--- src/rtl/axis_arb_pkg.sv ---
// Shared types and helpers for the packet round-robin AXI-Stream arbiter.
package axis_arb_pkg;

    typedef enum logic {
        IDLE = 1'b0,
        XFER = 1'b1
    } state_t;

    localparam int unsigned NUM_SRC_DEF = 4;
    localparam int unsigned SRC_W       = $clog2(NUM_SRC_DEF);
    localparam int unsigned MAX_SRC     = 8;
    localparam int unsigned IDX_W       = 3;

    // One-hot vector (up to MAX_SRC wide) to binary index; 0 for an all-zero vector.
    function automatic logic [IDX_W-1:0] onehot2idx(input logic [MAX_SRC-1:0] oh);
        logic [IDX_W-1:0] idx;
        idx = '0;
        for (int unsigned i = 0; i < MAX_SRC; i++) begin
            if (oh[i]) begin
                idx = idx | IDX_W'(i);
            end
        end
        return idx;
    endfunction

endpackage

--- src/rtl/axis_rr_pkt_arbiter_rr_picker.sv ---
// Round-robin picker: first requester strictly after ptr, wrapping at N.
module rr_picker #(
    parameter int unsigned N     = 4,
    parameter int unsigned PTR_W = 2
) (
    input  logic [N-1:0]     req,
    input  logic [PTR_W-1:0] ptr,
    output logic [N-1:0]     pick,
    output logic             found
);

    // Search ptr+1, ptr+2, ... ptr+N (mod N); the first set request wins.
    always_comb begin
        pick  = '0;
        found = 1'b0;
        for (int unsigned k = 1; k <= N; k++) begin
            if (!found && req[PTR_W'((32'(ptr) + k) % N)]) begin
                pick[PTR_W'((32'(ptr) + k) % N)] = 1'b1;
                found = 1'b1;
            end
        end
    end

endmodule

--- src/rtl/axis_rr_pkt_arbiter.sv ---
// Packet-granular round-robin arbiter sharing one registered AXI-Stream output.
// Optional macro AXIS_ARB_SRC_ID_EN adds m_src_id, the source index of the beat in m_*.
module axis_rr_pkt_arbiter
    import axis_arb_pkg::*;
#(
    parameter int unsigned NUM_SRC = 4,
    parameter int unsigned DATA_W  = 8
) (
    input  logic                        clk,
    input  logic                        rst,
    input  logic [NUM_SRC*DATA_W-1:0]   s_data,
    input  logic [NUM_SRC-1:0]          s_valid,
    input  logic [NUM_SRC-1:0]          s_last,
    output logic [NUM_SRC-1:0]          s_ready,
    output logic [DATA_W-1:0]           m_data,
    output logic                        m_valid,
    output logic                        m_last,
    input  logic                        m_ready,
    output logic [NUM_SRC-1:0]          grant,
    output logic                        busy
`ifdef AXIS_ARB_SRC_ID_EN
    ,
    output logic [$clog2(NUM_SRC)-1:0]  m_src_id
`endif
);

    localparam int unsigned PTR_W = $clog2(NUM_SRC);

    state_t              state;
    logic [PTR_W-1:0]    rr_ptr;
    logic [NUM_SRC-1:0]  pick;
    logic                found;
    logic [PTR_W-1:0]    pick_idx;
    logic                out_free;
    logic                accept;
    logic                sel_valid;
    logic                sel_last;
    logic [DATA_W-1:0]   sel_data;

    rr_picker #(
        .N     (NUM_SRC),
        .PTR_W (PTR_W)
    ) u_picker (
        .req   (s_valid),
        .ptr   (rr_ptr),
        .pick  (pick),
        .found (found)
    );

    assign pick_idx = PTR_W'(onehot2idx(MAX_SRC'(pick)));

    // While a packet is granted rr_ptr holds the owner's index, so it doubles as the mux select.
    assign sel_valid = s_valid[rr_ptr];
    assign sel_last  = s_last[rr_ptr];
    assign sel_data  = s_data[rr_ptr*DATA_W +: DATA_W];

    // Output register can take a beat when empty or draining this cycle.
    assign out_free = !m_valid || m_ready;
    assign s_ready  = grant & {NUM_SRC{out_free}};
    assign accept   = (state == XFER) && sel_valid && out_free;

    // FSM, round-robin pointer, grant and output register.
    always_ff @(posedge clk) begin
        if (rst) begin
            state   <= IDLE;
            rr_ptr  <= PTR_W'(NUM_SRC - 1);
            grant   <= '0;
            busy    <= 1'b0;
            m_data  <= '0;
            m_valid <= 1'b0;
            m_last  <= 1'b0;
`ifdef AXIS_ARB_SRC_ID_EN
            m_src_id <= '0;
`endif
        end else begin
            if (m_valid && m_ready && !accept) begin
                m_valid <= 1'b0;
            end
            case (state)
                IDLE: begin
                    if (found) begin
                        grant  <= pick;
                        rr_ptr <= pick_idx;
                        busy   <= 1'b1;
                        state  <= XFER;
                    end
                end
                XFER: begin
                    if (accept) begin
                        m_data  <= sel_data;
                        m_last  <= sel_last;
                        m_valid <= 1'b1;
`ifdef AXIS_ARB_SRC_ID_EN
                        m_src_id <= rr_ptr;
`endif
                        if (sel_last) begin
                            grant <= '0;
                            busy  <= 1'b0;
                            state <= IDLE;
                        end
                    end
                end
            endcase
        end
    end

endmodule

--- config.mk ---
export PLATFORM = sky130hd
export DESIGN_NAME = axis_rr_pkt_arbiter
export DESIGN_NICKNAME = d
export VERILOG_FILES = /design/src/rtl/axis_arb_pkg.sv /design/src/rtl/axis_rr_pkt_arbiter_rr_picker.sv /design/src/rtl/axis_rr_pkt_arbiter.sv
export SDC_FILE = /design/constraint.sdc
export NUM_CORES = 1
export LEC_CHECK = 0
export ABC_AREA = 1
export CAP_MARGIN = 20
export CORE_MARGIN = 1.5
export CORE_UTILIZATION = 40
export CTS_CLUSTER_DIAMETER = 100
export CTS_CLUSTER_SIZE = 10
export DETAILED_ROUTE_END_ITERATION = 6
export PLACE_DENSITY = 0.75
export SYNTH_ARGS = -nofsm -noshare
export SYNTH_HDL_FRONTEND = slang
export SYNTH_SLANG_ARGS = --single-unit
--- constraint.sdc ---
create_clock -name clk -period 7.2 [get_ports clk]
set_clock_uncertainty 0.2 [all_clocks]
set_input_delay 1.44 -clock clk [delete_from_list [all_inputs] [get_ports clk]]
set_output_delay 1.44 -clock clk [all_outputs]
set_load 0.02 [all_outputs]
==> flow_summary_export.csv <==
group,metric,value,unit
outcome,status,"complete, no violations",
critical_path,path_class,"input pin to output pin",
synth,yosysTopAreaCellShare,23.6,%
detailed_routing,drtAntennaViolNets,0,
cells_and_area,diodes,0,
clocking,post_cts_buffers,0,
global_routing,grt.overflow.total,0,
synth,syn_area,1530,um^2
timing,min_period,4.64,ns
synth,synth_most_common_cell,"nor2_1",
timing,max_freq,216,MHz
timing,relSlewSlack,56.3,%
die,num_rows,22,
cells_and_area,num-nets-final,353,
detailed_routing,drc,0,
timing,finalCritPeriodShare,64.4,%
die,die_h,64.8,um
die,start_util,41.8,%
timing,worst_slew_pin_slew,0.653,ns
synth,async_reset_ff_share,0,%
synth,syn_avg_cell_area,6.27,um^2
synth,yosysSeqAreaShare,23.6,%
job,drv_cap,0,
die,die_x,64.8,um
global_routing,grtUsageTotal,19.1,%
synth,syn_inst,244,
synth,synth_edf_count,0,
timing,finalSetupViolCount,0,
detailed_routing,wl_per_cell,10.9,um
die,io_pins,62,
place,post_dp_cell_area,2150,um^2
place,gp_congestion,0.876,
clocking,ctsHoldBuffers,0,
detailed_routing,routed_via_density,4.88,
global_routing,grt_pass1_wl,6430,um
global_routing,grt_pass1_vias,1546,
detailed_routing,firstDrtPassIters,4,
synth,synth_cell_types,23,
timing,finalSetupTns,0,ns
timing,fin_ws,2.56,ns
clocking,clock_latency,0.25,ns
clocking,cts-root-buf,"clkbuf_8",
power,power_leakage,0.964,nW
power,power_density,374,nW/um^2
synth,ys_seq_elements,18,
critical_path,endpoint_kind,"output pin",
synth,yosys-top-cells-count,"nor2_1 (54), nand2_1 (45), nand3_1 (25), o21ai_0 (25), inv_1 (24)",
global_routing,antenna_found_initial,0,
die,dieArea,4200,um^2
place,pre_cts_ws,2.54,ns
cells_and_area,fillers,356,
global_routing,grt_max_degree,32,
worst_hold_path,worstHoldPathType,"register to register",
die,core,3660,um^2
clocking,clock_path_buffers,2,
timing,final_max_slew_viol_count,0,
cells_and_area,drive_gt1_share,6.64,%
synth,synth_fp_nets,295,
timing,hold_slack,0.295,ns
clocking,clk_pin_slew,0.07,ns
place,dp.final_hpwl,2910,um
place,io_buffers,61,
power,vdd_drop_max,0.000137,V
timing,rsz0062_at_grt,"false",
detailed_routing,num_vias,1702,
detailed_routing,wl,3800,um
synth,synthTopCellsByArea,"dfxtp_1 (24%), nor2_1 (13%), nand2_1 (11%), nand3_1 (8.2%), o21ai_0 (8.2%)",
clocking,numCtsBuffers,3,
timing,finalHoldViolCount,0,
synth,synth_top_area_cell,"dfxtp_1",
clocking,htree_num_levels,1,
critical_path,crit_arrival,3.00,ns
synth,yosysWarnings,0,
critical_path,crit_required,5.56,ns
clocking,numClockSinks,18,
cells_and_area,area_growth,44.4,%
clocking,cts_tree,"done",
cells_and_area,final_area,2210,um^2
critical_path,critPathLaunchType,"input pin",
clocking,ctsResizeCount,0,
detailed_routing,drt-initial-drc-count,55,
synth,ys.flop_type,"dfxtp_1",
critical_path,critPathMaxFanout,7,
-- path summary, 6_finish.rpt --
kind	cells after the start	slack, ns	to	startpoint
worst max-delay path	4	2.56	s_ready[2]	m_ready
worst min-delay path	2	0.30	m_last	m_last
worst max register to register	9	4.19	grant[0]	rr_ptr[1]
worst min register to register	2	0.30	m_last	m_last
-- layout make-up --
| cell class | count | area, um^2 | area share [%] |
|---|---|---|---|
| multi-input cells | 192 | 1020 | 46.1 |
| clock buffers | 4 | 55.1 | 2.49 |
| inverters | 25 | 96.3 | 4.37 |
| flip-flops and latches | 18 | 360 | 16.3 |
| repair buffers | 62 | 618 | 28.0 |
| well taps | 48 | 60.1 | 2.72 |
-- cells by family after synthesis --
group           after synthesis  share of synthesized area (%)
compound gates               46                           16.5
fa+ha+maj                     8                           6.55
buf+inv                      34                           9.90
flops                        18                           23.6
simple gates                138                           43.5
-- state kept, by name (all words and copies together) (netlist names) --
| register | cells |
|---|---|
| state | 1 |
| rr_ptr | 2 |
| m_data | 8 |
| m_valid | 1 |
| grant | 4 |
| m_last | 1 |
| busy | 1 |
-- stage by stage --
step / power, mW / util (%) / cells
finish: 0.826 / 60.3 / 349
global route: 0.906 / 60.3 / 349
CTS: 0.828 / 60.3 / 349
detailed placement: 0.745 / 58.8 / 345
global placement: 0.740 / 58.8 / 345
floorplan: 0.590 / - / 244
-- critical path, cell delays in order --
cell	delay (ns)
clkdlybuf4s50_1	0.39
nor2_1	0.52
nor2_1	0.08
clkdlybuf4s50_1	0.56
-- power breakdown --
group          switching [mW]  leakage (nW)  total [mW]  internal, mW
sequential             0.0310         0.148       0.165         0.134
clock                  0.0331        0.0288      0.0816        0.0485
combinational           0.357         0.787       0.579         0.222
-- per-layer routing --
metal,track usage [%],vias up,part of all wire [%]
met1,22.1,736,45
met4,3.19,0,0.61
met3,6.60,2,7.7
met2,34.1,57,47
met5,0,-,0
li1,-,907,-
-- layout by cell type (no fill, tap or decap), types with 8 or more instances in the layout --
master | synthesis | routed
a21oi_1 | 9 | 9
nor2_1 | 54 | 54
nand3_1 | 25 | 25
dfxtp_1 | 18 | 18
nand2_1 | 45 | 45
a31oi_1 | 8 | 8
ha_1 | 8 | 8
o21ai_0 | 25 | 25
clkdlybuf4s50_1 | 0 | 61
inv_1 | 24 | 24
Power figures use the tool's default switching activity.
